`src/rtl/bitbakery_session_if.sv`:
```
// Bundle of the session controller's request, per-game and result signals.
// The controller takes the slave view; whoever drives the requests and game buses takes master.
interface bitbakery_session_if #(
  parameter int unsigned NUM_GAMES = 3,
  parameter int unsigned SEL_W     = 2,
  parameter int unsigned LEDS_W    = 3,
  parameter int unsigned EST_W     = 4,
  parameter int unsigned JOG_W     = 7,
  parameter int unsigned PONT_W    = 3,
  parameter int unsigned ROUNDS    = 4,
  parameter int unsigned TOT_W     = 6
) ();
  localparam int unsigned RND_W = $clog2(ROUNDS + 1);

  // Requests and per-game buses (game i at [i*W +: W])
  logic                        iniciar;
  logic                        dificuldade;
  logic [SEL_W-1:0]            minigame;
  logic [NUM_GAMES-1:0]        game_pronto;
  logic [NUM_GAMES*LEDS_W-1:0] game_leds;
  logic [NUM_GAMES*EST_W-1:0]  game_estado;
  logic [NUM_GAMES*JOG_W-1:0]  game_jogada;
  logic [NUM_GAMES*PONT_W-1:0] game_pontuacao;

  // Controller results
  logic                        jogar;
  logic                        dificuldade_out;
  logic [SEL_W-1:0]            minigame_out;
  logic [LEDS_W-1:0]           leds_out;
  logic [EST_W-1:0]            estado_out;
  logic [JOG_W-1:0]            jogada_out;
  logic [PONT_W-1:0]           pontuacao_out;
  logic [TOT_W-1:0]            total_out;
  logic [TOT_W-1:0]            recorde_out;
  logic [RND_W-1:0]            rodada_out;
  logic                        sessao_fim;
  logic                        timeout_flag;

  modport master (
    output iniciar, dificuldade, minigame, game_pronto, game_leds, game_estado, game_jogada,
           game_pontuacao,
    input  jogar, dificuldade_out, minigame_out, leds_out, estado_out, jogada_out,
           pontuacao_out, total_out, recorde_out, rodada_out, sessao_fim, timeout_flag
  );

  modport slave (
    input  iniciar, dificuldade, minigame, game_pronto, game_leds, game_estado, game_jogada,
           game_pontuacao,
    output jogar, dificuldade_out, minigame_out, leds_out, estado_out, jogada_out,
           pontuacao_out, total_out, recorde_out, rodada_out, sessao_fim, timeout_flag
  );
endinterface

```
`src/rtl/bitbakery_session.sv`:
```
// Session controller for a set of minigames: selects a game, starts it, scores each round,
// accumulates a saturating session total and keeps the best session total since reset.
module bitbakery_session #(
  parameter int unsigned NUM_GAMES = 3,
  parameter int unsigned SEL_W     = 2,
  parameter int unsigned LEDS_W    = 3,
  parameter int unsigned EST_W     = 4,
  parameter int unsigned JOG_W     = 7,
  parameter int unsigned PONT_W    = 3,
  parameter int unsigned ROUNDS    = 4,
  parameter int unsigned TOT_W     = 6,
  parameter int unsigned TIMEOUT   = 0
) (
  input logic                clock,
  input logic                reset,
  bitbakery_session_if.slave bus
);
  localparam int unsigned RND_W = $clog2(ROUNDS + 1);
  localparam int unsigned TMR_W = (TIMEOUT > 1) ? $clog2(TIMEOUT) : 1;
  localparam int unsigned SUM_W = ((TOT_W > PONT_W) ? TOT_W : PONT_W) + 1;

  typedef enum logic [2:0] {
    StInicial    = 3'd0,
    StPreparacao = 3'd1,
    StExecucao   = 3'd2,
    StPontua     = 3'd3,
    StFimRodada  = 3'd4,
    StFimSessao  = 3'd5
  } state_e;

  state_e             state_q, state_d;
  logic               iniciar_q;
  logic [TMR_W-1:0]   timer_q, timer_d;
  logic [TOT_W-1:0]   total_q, total_d;
  logic [TOT_W-1:0]   recorde_q, recorde_d;
  logic [RND_W-1:0]   rodada_q, rodada_d;
  logic               tflag_q, tflag_d;
  logic               jogar_q, jogar_d;
  logic               dif_q, dif_d;
  logic [SEL_W-1:0]   sel_q, sel_d;

  logic               start_ev;
  logic               timeout_hit;
  logic               sel_pronto;
  logic [LEDS_W-1:0]  sel_leds;
  logic [EST_W-1:0]   sel_est;
  logic [JOG_W-1:0]   sel_jog;
  logic [PONT_W-1:0]  sel_pont;
  logic [PONT_W-1:0]  add;
  logic [SUM_W-1:0]   sum;
  logic [TOT_W-1:0]   total_sat;

  assign start_ev    = bus.iniciar & ~iniciar_q;
  assign timeout_hit = (TIMEOUT > 0) && (32'(timer_q) == TIMEOUT - 1);

  // Slice the latched game out of the packed buses; out-of-range selection reads as zero
  always_comb begin
    sel_pronto = 1'b0;
    sel_leds   = '0;
    sel_est    = '0;
    sel_jog    = '0;
    sel_pont   = '0;
    for (int unsigned i = 0; i < NUM_GAMES; i++) begin
      if (32'(sel_q) == i) begin
        sel_pronto = bus.game_pronto[i];
        sel_leds   = bus.game_leds[i*LEDS_W +: LEDS_W];
        sel_est    = bus.game_estado[i*EST_W +: EST_W];
        sel_jog    = bus.game_jogada[i*JOG_W +: JOG_W];
        sel_pont   = bus.game_pontuacao[i*PONT_W +: PONT_W];
      end
    end
  end

  // Round score (nothing on timeout) added to the total, clamped at all ones
  always_comb begin
    add       = tflag_q ? '0 : sel_pont;
    sum       = SUM_W'(total_q) + SUM_W'(add);
    total_sat = (sum > SUM_W'({TOT_W{1'b1}})) ? '1 : sum[TOT_W-1:0];
  end

  // Next-state and datapath updates of the session FSM
  always_comb begin
    state_d   = state_q;
    timer_d   = timer_q;
    total_d   = total_q;
    recorde_d = recorde_q;
    rodada_d  = rodada_q;
    tflag_d   = tflag_q;
    dif_d     = dif_q;
    sel_d     = sel_q;
    case (state_q)
      StInicial: begin
        if (start_ev) begin
          state_d  = StPreparacao;
          total_d  = '0;
          rodada_d = '0;
          tflag_d  = 1'b0;
        end
      end
      StPreparacao: begin
        sel_d   = bus.minigame;
        dif_d   = bus.dificuldade;
        timer_d = '0;
        if (32'(bus.minigame) < NUM_GAMES) state_d = StExecucao;
      end
      StExecucao: begin
        timer_d = timer_q + 1'b1;
        // A done game beats a simultaneous timeout
        if (sel_pronto) begin
          state_d = StPontua;
          tflag_d = 1'b0;
        end else if (timeout_hit) begin
          state_d = StPontua;
          tflag_d = 1'b1;
        end
      end
      StPontua: begin
        total_d  = total_sat;
        rodada_d = rodada_q + 1'b1;
        if (32'(rodada_q) + 1 == ROUNDS) begin
          state_d = StFimSessao;
          if (total_sat > recorde_q) recorde_d = total_sat;
        end else begin
          state_d = StFimRodada;
        end
      end
      StFimRodada: begin
        if (start_ev) begin
          state_d = StPreparacao;
          tflag_d = 1'b0;
        end
      end
      StFimSessao: begin
        if (start_ev) begin
          state_d  = StPreparacao;
          total_d  = '0;
          rodada_d = '0;
          tflag_d  = 1'b0;
        end
      end
      default: state_d = StInicial;
    endcase
    jogar_d = (state_d == StExecucao) && (state_q != StExecucao);
  end

  // State and datapath registers
  always_ff @(posedge clock or posedge reset) begin
    if (reset) begin
      state_q   <= StInicial;
      iniciar_q <= 1'b0;
      timer_q   <= '0;
      total_q   <= '0;
      recorde_q <= '0;
      rodada_q  <= '0;
      tflag_q   <= 1'b0;
      jogar_q   <= 1'b0;
      dif_q     <= 1'b0;
      sel_q     <= '1;
    end else begin
      state_q   <= state_d;
      iniciar_q <= bus.iniciar;
      timer_q   <= timer_d;
      total_q   <= total_d;
      recorde_q <= recorde_d;
      rodada_q  <= rodada_d;
      tflag_q   <= tflag_d;
      jogar_q   <= jogar_d;
      dif_q     <= dif_d;
      sel_q     <= sel_d;
    end
  end

  assign bus.jogar           = jogar_q;
  assign bus.dificuldade_out = dif_q;
  assign bus.minigame_out    = sel_q;
  assign bus.leds_out        = sel_leds;
  assign bus.jogada_out      = sel_jog;
  assign bus.pontuacao_out   = sel_pont;
  assign bus.estado_out      = (state_q == StExecucao) ? sel_est : EST_W'(state_q);
  assign bus.total_out       = total_q;
  assign bus.recorde_out     = recorde_q;
  assign bus.rodada_out      = rodada_q;
  assign bus.sessao_fim      = (state_q == StFimSessao);
  assign bus.timeout_flag    = tflag_q;

endmodule

```
`src/flat_wrapper.sv`:
```
// flat-port wrapper written by rule: the top's interface ports become plain ports
module bitbakery_session_flat 
#(
  parameter int unsigned NUM_GAMES = 3,
  parameter int unsigned SEL_W     = 2,
  parameter int unsigned LEDS_W    = 3,
  parameter int unsigned EST_W     = 4,
  parameter int unsigned JOG_W     = 7,
  parameter int unsigned PONT_W    = 3,
  parameter int unsigned ROUNDS    = 4,
  parameter int unsigned TOT_W     = 6,
  parameter int unsigned TIMEOUT   = 0
)
  (clock, reset, bus_iniciar, bus_dificuldade, bus_minigame, bus_game_pronto, bus_game_leds, bus_game_estado, bus_game_jogada, bus_game_pontuacao, bus_jogar, bus_dificuldade_out, bus_minigame_out, bus_leds_out, bus_estado_out, bus_jogada_out, bus_pontuacao_out, bus_total_out, bus_recorde_out, bus_rodada_out, bus_sessao_fim, bus_timeout_flag);
  bitbakery_session_if #(.NUM_GAMES(NUM_GAMES), .SEL_W(SEL_W), .LEDS_W(LEDS_W), .EST_W(EST_W), .JOG_W(JOG_W), .PONT_W(PONT_W), .ROUNDS(ROUNDS), .TOT_W(TOT_W)) bus_i ();
  input logic clock;
  input logic reset;
  input wire logic [$bits(bus_i.iniciar)-1:0] bus_iniciar;
  input wire logic [$bits(bus_i.dificuldade)-1:0] bus_dificuldade;
  input wire logic [$bits(bus_i.minigame)-1:0] bus_minigame;
  input wire logic [$bits(bus_i.game_pronto)-1:0] bus_game_pronto;
  input wire logic [$bits(bus_i.game_leds)-1:0] bus_game_leds;
  input wire logic [$bits(bus_i.game_estado)-1:0] bus_game_estado;
  input wire logic [$bits(bus_i.game_jogada)-1:0] bus_game_jogada;
  input wire logic [$bits(bus_i.game_pontuacao)-1:0] bus_game_pontuacao;
  output wire logic [$bits(bus_i.jogar)-1:0] bus_jogar;
  output wire logic [$bits(bus_i.dificuldade_out)-1:0] bus_dificuldade_out;
  output wire logic [$bits(bus_i.minigame_out)-1:0] bus_minigame_out;
  output wire logic [$bits(bus_i.leds_out)-1:0] bus_leds_out;
  output wire logic [$bits(bus_i.estado_out)-1:0] bus_estado_out;
  output wire logic [$bits(bus_i.jogada_out)-1:0] bus_jogada_out;
  output wire logic [$bits(bus_i.pontuacao_out)-1:0] bus_pontuacao_out;
  output wire logic [$bits(bus_i.total_out)-1:0] bus_total_out;
  output wire logic [$bits(bus_i.recorde_out)-1:0] bus_recorde_out;
  output wire logic [$bits(bus_i.rodada_out)-1:0] bus_rodada_out;
  output wire logic [$bits(bus_i.sessao_fim)-1:0] bus_sessao_fim;
  output wire logic [$bits(bus_i.timeout_flag)-1:0] bus_timeout_flag;
  assign bus_i.iniciar = bus_iniciar;
  assign bus_i.dificuldade = bus_dificuldade;
  assign bus_i.minigame = bus_minigame;
  assign bus_i.game_pronto = bus_game_pronto;
  assign bus_i.game_leds = bus_game_leds;
  assign bus_i.game_estado = bus_game_estado;
  assign bus_i.game_jogada = bus_game_jogada;
  assign bus_i.game_pontuacao = bus_game_pontuacao;
  assign bus_jogar = bus_i.jogar;
  assign bus_dificuldade_out = bus_i.dificuldade_out;
  assign bus_minigame_out = bus_i.minigame_out;
  assign bus_leds_out = bus_i.leds_out;
  assign bus_estado_out = bus_i.estado_out;
  assign bus_jogada_out = bus_i.jogada_out;
  assign bus_pontuacao_out = bus_i.pontuacao_out;
  assign bus_total_out = bus_i.total_out;
  assign bus_recorde_out = bus_i.recorde_out;
  assign bus_rodada_out = bus_i.rodada_out;
  assign bus_sessao_fim = bus_i.sessao_fim;
  assign bus_timeout_flag = bus_i.timeout_flag;
  bitbakery_session #(.NUM_GAMES(NUM_GAMES), .SEL_W(SEL_W), .LEDS_W(LEDS_W), .EST_W(EST_W), .JOG_W(JOG_W), .PONT_W(PONT_W), .ROUNDS(ROUNDS), .TOT_W(TOT_W), .TIMEOUT(TIMEOUT)) u_core (.clock(clock), .reset(reset), .bus(bus_i));
endmodule
```
`config.mk`:
```
export PLATFORM = sky130hd
export DESIGN_NAME = bitbakery_session_flat
export DESIGN_NICKNAME = d
export VERILOG_FILES = /design/src/rtl/bitbakery_session_if.sv /design/src/rtl/bitbakery_session.sv /design/src/flat_wrapper.sv
export SDC_FILE = /design/constraint.sdc
export NUM_CORES = 1
export LEC_CHECK = 0
export CELL_PAD_IN_SITES_DETAIL_PLACEMENT = 2
export CELL_PAD_IN_SITES_GLOBAL_PLACEMENT = 2
export CORE_UTILIZATION = 21
export DETAILED_ROUTE_END_ITERATION = 10
export GPL_TIMING_DRIVEN = 0
export PLACE_DENSITY = 0.77
export SYNTH_ARGS = -nofsm -noshare
export SYNTH_HDL_FRONTEND = slang
export SYNTH_SLANG_ARGS = --single-unit
export TNS_END_PERCENT = 10
```
`constraint.sdc`:
```
create_clock -name clock -period 5.2 [get_ports clock]
set_clock_uncertainty 0.1 [all_clocks]
set_input_delay 1.04 -clock clock [delete_from_list [all_inputs] [get_ports clock]]
set_output_delay 1.04 -clock clock [all_outputs]
set_load 0.02 [all_outputs]
```
==> Word level (Yosys, flattened, before mapping) <==
Index checks and enable logic that the tools add are counted.
{ "totals": {"register_bits": 24, "inputBits": 60, "output_inout_bits": 38, "word_cells": 70} }
{ "op_classes": {"n_addsub": 3, "order_cmp": 3, "n_eq_ne": 13, "mux": 30, "bitwise": 2, "reduce_logical": 10} }
{ "ops": {"columns": ["cell", "n"], "rows": [
  ["3-bit 2-to-1 mux", 11],
  ["32-bit by 3-bit equality test with 1-bit output, second input constant", 1],
  ["7-bit 2-to-1 mux", 3],
  ["4-bit 2-to-1 mux", 4],
  ["6-bit 2-to-1 mux", 2],
  ["3-bit one-hot mux with 4 select lines", 1],
  ["6-bit one-hot mux with 2 select lines", 1],
  ["3-bit by 2-bit equality test with 1-bit output, second input constant", 3],
  ["6-bit by 3-bit adder with 7-bit output", 1],
  ["7-bit by 6-bit greater-than comparator with 1-bit output, second input constant", 1],
  ["3-bit equality test, second input constant", 2],
  ["6-bit greater-than comparator", 1],
  ["1-bit 2-to-1 mux", 6],
  ["2-bit by 1-bit != test with 1-bit output, second input constant", 3],
  ["3-bit one-hot mux with 2 select lines", 1],
  ["3-bit AND reduction", 2],
  ["3-bit by 1-bit adder with 4-bit output, second input constant", 1],
  ["2-bit nonzero test", 2],
  ["3-bit by 1-bit adder with 3-bit output, second input constant", 1],
  ["3-bit by 1-bit equality test with 1-bit output, second input constant", 1],
  ["3-bit zero test", 1],
  ["3-bit by 2-bit != test with 1-bit output, second input constant", 1],
  ["3-bit OR reduction", 1],
  ["2-bit by 1-bit equality test with 1-bit output, second input constant", 1],
  ["9 further kinds", 9]
]} }

==> Depth between registers and ports, before layout <==
Gate-level depths: netlist of the first run.
{ "depth": {"word_depth": 10, "ltp_mapped": 19, "depth_no_buf": 16} }

==> Worst setup path before layout of the first run <==
Ideal clock, no wire load.
{ "synth_timing": {"path_type": "reg2reg", "startpoint": "register u_core.sel_q[1], in the netlist u_core.bus.minigame_out[1]", "endpoint": "register u_core.recorde_q[1], in the netlist u_core.bus.recorde_out[1]", "setup_time_ns": 0.125, "t_arrival_ns": 4.668, "required_time_ns": 4.975, "slack_ns": 0.307, "path_stages_with_launch": 20, "path_buffers": 3, "synth_period_minus_slack_ns": 4.893, "path_cell_list": "dfstp_2 -> clkbuf_1 -> nor2b_1 -> clkbuf_1 -> clkbuf_1 -> nand2_1 -> o21ai_0 -> ha_1 -> inv_1 -> fa_1 -> nor2b_1 -> o21ai_0 -> xor2_1 -> nand2_1 -> ha_1 -> and4_1 -> o21ai_0 -> and3_1 -> a311oi_4 -> mux2_2"} }
{ "synth_between": {"elab_chain_cells": 10, "word_cells_on_any_way": 12, "cone_classes": "add/sub (1); order compare (2); eq/ne (2); mux (5); reduce/logical (2)"} }
{ "synth_rtl": {"columns": ["item", "line", "source"], "rows": [
  ["start: declaration", "bitbakery_session.sv:40", "logic [SEL_W-1:0] sel_q, sel_d;"],
  ["start signal: assignment", "bitbakery_session.sv:169", "sel_q <= sel_d;"],
  ["2-bit zero test", "bitbakery_session.sv:64", "if (32'(sel_q) == i) begin"],
  ["3-bit 2-to-1 mux (2 in series)", "bitbakery_session.sv:64", null],
  ["3-bit 2-to-1 mux *", "bitbakery_session.sv:64", null],
  ["named net bus_pontuacao_out[0]", "flat_wrapper.sv:32", "output wire logic [$bits(bus_i.pontuacao_out)-1:0] bus_pontuacao_out;"],
  ["3-bit 2-to-1 mux *", "bitbakery_session.sv:76", "add = tflag_q ? '0 : sel_pont;"],
  ["6-bit by 3-bit adder with 7-bit output *", "bitbakery_session.sv:77", "sum = SUM_W'(total_q) + SUM_W'(add);"],
  ["7-bit by 6-bit greater-than comparator with 1-bit output", "bitbakery_session.sv:78", "total_sat = (sum > SUM_W'({TOT_W{1'b1}})) ? '1 : sum[TOT_W-1:0];"],
  ["6-bit 2-to-1 mux *", "bitbakery_session.sv:78", null],
  ["named net u_core.total_sat[4]", "bitbakery_session.sv:51", "logic [TOT_W-1:0] total_sat;"],
  ["6-bit greater-than comparator *", "bitbakery_session.sv:122", "if (total_sat > recorde_q) recorde_d = total_sat;"],
  ["3-bit AND reduction (no line) *", null, null],
  ["end signal: assignment", "bitbakery_session.sv:164", "recorde_q <= recorde_d;"],
  ["end: declaration", "bitbakery_session.sv:35", "logic [TOT_W-1:0] recorde_q, recorde_d;"]
]} }
Mark *: on every way through the listed nets, which the timed path passes. The rest lies on a longest branch.
A chain may end at the register's enable or synchronous reset.

==> Worst setup path in the final report of the first run <==
{ "layout_timing": {"startpoint": "input bus_game_pontuacao[3]", "endpoint": "register u_core.recorde_q[3], in the netlist u_core.bus.recorde_out[3]"} }
{ "layout_between": {"elab_chain_cells": 8} }
{ "layout_rtl": {"columns": ["item", "line", "source"], "rows": [
  ["start: declaration", "flat_wrapper.sv:25", "input wire logic [$bits(bus_i.game_pontuacao)-1:0] bus_game_pontuacao;"],
  ["3-bit 2-to-1 mux * (2 in series)", "bitbakery_session.sv:64", null],
  ["3-bit 2-to-1 mux *", "bitbakery_session.sv:76", null],
  ["6-bit by 3-bit adder with 7-bit output *", "bitbakery_session.sv:77", null],
  ["7-bit by 6-bit greater-than comparator with 1-bit output", "bitbakery_session.sv:78", null],
  ["6-bit 2-to-1 mux *", "bitbakery_session.sv:78", null],
  ["named net u_core.total_sat[4]", "bitbakery_session.sv:51", null],
  ["6-bit greater-than comparator *", "bitbakery_session.sv:122", null],
  ["3-bit AND reduction (no line) *", null, null]
]} }
Marked as above.

==> metrics.txt, run 1 <==
hold slack 428 ps; Ports 98; Startpoint Class primary input; First-pass DRT Iterations 3; Final setup viols 0; reg2reg start u_core.bus.minigame_out[1]; Site Rows 32; hold path startpoint u_core.bus.recorde_out[4]; htree depth 1; number of max-cap violations 0; Max Root-Sink Buffers 2; GRT Total Usage 14.6%; post-synthesis xor/xnor area fraction 1.53%; worst path cell trace clkdlybuf4s50_1, mux2i_1, o21ai_0, ha_1, inv_1, fa_1, nor2b_1, o21ai_0, xor2_1, nand2_1, ha_1, and4_1, o21ai_0, and3_1, a311oi_4, buf_4, mux2_2; Worst path depth 17; Worst Tran Pin Value 939 ps; CP endpoint kind flop; GR Overflow Total 0; DIE WIDTH 92.6 µm; Final ANT Viol Nets 0; worst-path fanout max 4; Post-synth EDFFs 0; complex-gate fraction of the synthesized area 18.4%; Slowest Stage Delay on Critical Path 460 ps; Net Count, Synth 261; crit path launch bus_game_pontuacao[3]; RD Place Congestion 0.723; Die H 92.6 µm; Hold Buf Count CTS 0; Synthesis Warnings 0; layout cell share with drive strength beyond 1 8.59%; drt first-iter violations 20; CTS Root Cell clkbuf_8; CTS sink cnt 23; switching power 595 µW; maximum vdd drop 0.000167 V; Leakage 0.00128 µW; WP buf/inv 3; Seq pwr share 20.9%; post-route minimum period 4830 ps; antenna cells 0; synthesized flop and latch total 23; vias in the first global route 1,955; mux contribution to synthesized area 16.3%; critical path's top delay family adder cells; switching fraction of total power 46.2%; antenna violations before repair 0; Clk pwr share 9.0%; Worst Path Required 5260 ps; most frequent cells in the layout clkdlybuf4s50_1, nand2_1, dfrtp_1; endpoints failing hold 0; DR WL/cell 15.9 µm; CTS Buf Count 3; R2R depth 19; PortBufs 96; crit path max-delay cell type clkdlybuf4s50_1; Clock transition at path regs 80 ps; Synth Area in Adders 9.15%; global-route wire length before repair 9940 µm; Routed WL 6240 µm; Async SR Flop Fraction 100%; via density per instance 4.71; largest net degree at the start of global routing 24; Mapped Cells 189; library cells used by synthesis 42; Layout Cells excl Fill 393; Power Density 447 nW/µm²; Arrival @ worst endpoint 4890 ps; placed cells 387; initial core utilization 22.0%; commonest non-fill, non-tap cell in the layout clkdlybuf4s50_1; R2R Path End u_core.bus.recorde_out[3]; crit path capture u_core.bus.recorde_out[3]; most frequent CP cell o21ai_0; Final Cycle Share 92.9%; status finished, final reports clean; Pins Over Slew Limit 0; die area 8570 µm²; # nets final 364; fill cell count 891; DP Wirelength 4990 µm; Slew HR 37.3%; Post-Synth Simple-Gate Area 15.4%; total core area 7850 µm²; largest family of logic cells by synthesized area compound AO/OA/AOI/OAI gates; Post-Syn Area 1720 µm²; Avg Inst Size Synth 9.12 µm²; CTS tree yes; type of the tightest min-delay check flop to flop; worst skew pair latency 270 ps; via count 1,850; unrepaired setup endpoints after global routing false; r2r setup slk 420 ps; Top FF cell, synth dfrtp_1; sequential-to-total area share from yosys stat 33.6%; Cell Int Power 693 µW; Syn-to-layout area delta 67.1%; fmax 0.207 GHz; Comb power frac 70.1%; DRC errors left 0; Worst Setup Path Type primary input to flop
## cell usage after synthesis (all sizes together) (3+ instances only)
cell    count  share of area, %
nand2      28               6.1
dfrtp      21                31
mux2i      19                11
o21ai      19               5.5
inv        12               2.6
ha         11               8.0
a21oi       8               2.3
mux2        8               5.2
nor2        8               1.7
a22o        6               3.1
nor2b       6               2.2
buf         5               1.8
clkbuf      5               1.1
a21o        3               1.3
## registers in the layout, summed over array words and instances (netlist names)
signal / count
u_core.bus.dificuldade_out: 1
u_core.bus.total_out: 6
u_core.bus.recorde_out: 6
u_core.bus.minigame_out: 2
u_core.state_q: 3
u_core.iniciar_q: 1
u_core.bus.rodada_out: 3
u_core.bus.jogar: 1
## metrics by stage
step | TNS [ps] | instance area [µm²] | utilization (%) | total power, µW | worst slack (ps)
2_1_floorplan | 0 | 1720 | - | 802 | 307
3_3_place_gp | -1390 | 2810 | 35.8 | 1160 | -271
3_5_place_dp | -1990 | 2810 | 35.8 | 1190 | -370
4_1_cts | 0 | 2860 | 36.4 | 1310 | 54.3
5_1_grt | 0 | 2880 | 36.7 | 1390 | 4.13
6_report | 0 | 2880 | 36.7 | 1290 | 371
## layout make-up
type / instances / area (µm²) / area share, %
timing repair buffer: 99 / 983 / 34.2
tap: 102 / 128 / 4.43
multi-input combinational: 144 / 1050 / 36.5
inverter: 12 / 45.0 / 1.56
sequential: 23 / 578 / 20.1
buffer: 9 / 50.0 / 1.74
clock buffer: 4 / 45.0 / 1.56
## power groups by stage
stage / registers, µW / logic (µW) / clock network (µW)
6_report: 269 / 903 / 116
5_1_grt: 277 / 990 / 125
4_1_cts: 270 / 918 / 122
3_5_place_dp: 262 / 925 / 0
3_3_place_gp: 261 / 898 / 0
2_1_floorplan: 287 / 516 / 0
## layer usage
metal  wire length, µm  vias up  GRT usage, %
met3               551        4          3.12
met1              2690      907          17.8
met2              2950       68          26.2
met5                 0        -             0
li1                  -      871             -
met4                48        0          2.73
## kinds of logic (layout without fill, tap and decap cells)
group	after synthesis	count (layout)
DFF	23	23
xor gates and xnor gates	3	3
and+or+nand+nor	54	54
muxes	27	27
buffers and inverters	22	124
adders and majority gates	12	12
AOI/OAI and AO/OA	47	47
other	1	1
## timing repair
item                                    CTS  global route
endpoints found under the setup margin    6             5
gates resized for setup                   2             1
setup buffers                             0             3
pin swaps                                 0             1
## worst min path at each step
stage / end / cells past startpoint / slack [ps]
3_3_place_gp: u_core.bus.recorde_out[4] / 1 / 410
5_1_grt: u_core.bus.recorde_out[4] / 1 / 460
6_report: u_core.bus.recorde_out[4] / 1 / 430
2_1_floorplan: u_core.state_q[2] / 2 / 440
3_5_place_dp: u_core.bus.recorde_out[4] / 1 / 410
4_1_cts: u_core.bus.recorde_out[4] / 1 / 430
## worst register-to-register path, cell delays in order (launching register included)
cell	delay (ps)
dfstp_2	650
nor2b_1	150
clkbuf_2	220
clkbuf_2	280
nand2_1	80
o21ai_0	150
ha_1	260
inv_1	60
fa_1	400
nor2b_1	220
o21ai_0	140
xor2_1	160
nand2_1	120
ha_1	360
and4_1	260
o21ai_0	100
and3_1	200
a311oi_4	230
buf_4	190
mux2_2	330
No activity file was read; power rests on OpenSTA's default activity.
==> run 2, diff against run 1 <==
ABC_CLOCK_PERIOD_IN_PS = 5200   (was default)
CTS_CLUSTER_DIAMETER = 50   (was default)
SLEW_MARGIN = 20   (was default)
==> results of run 2 <==
The final DEF is identical to that of run 1; final timing and power are the same.
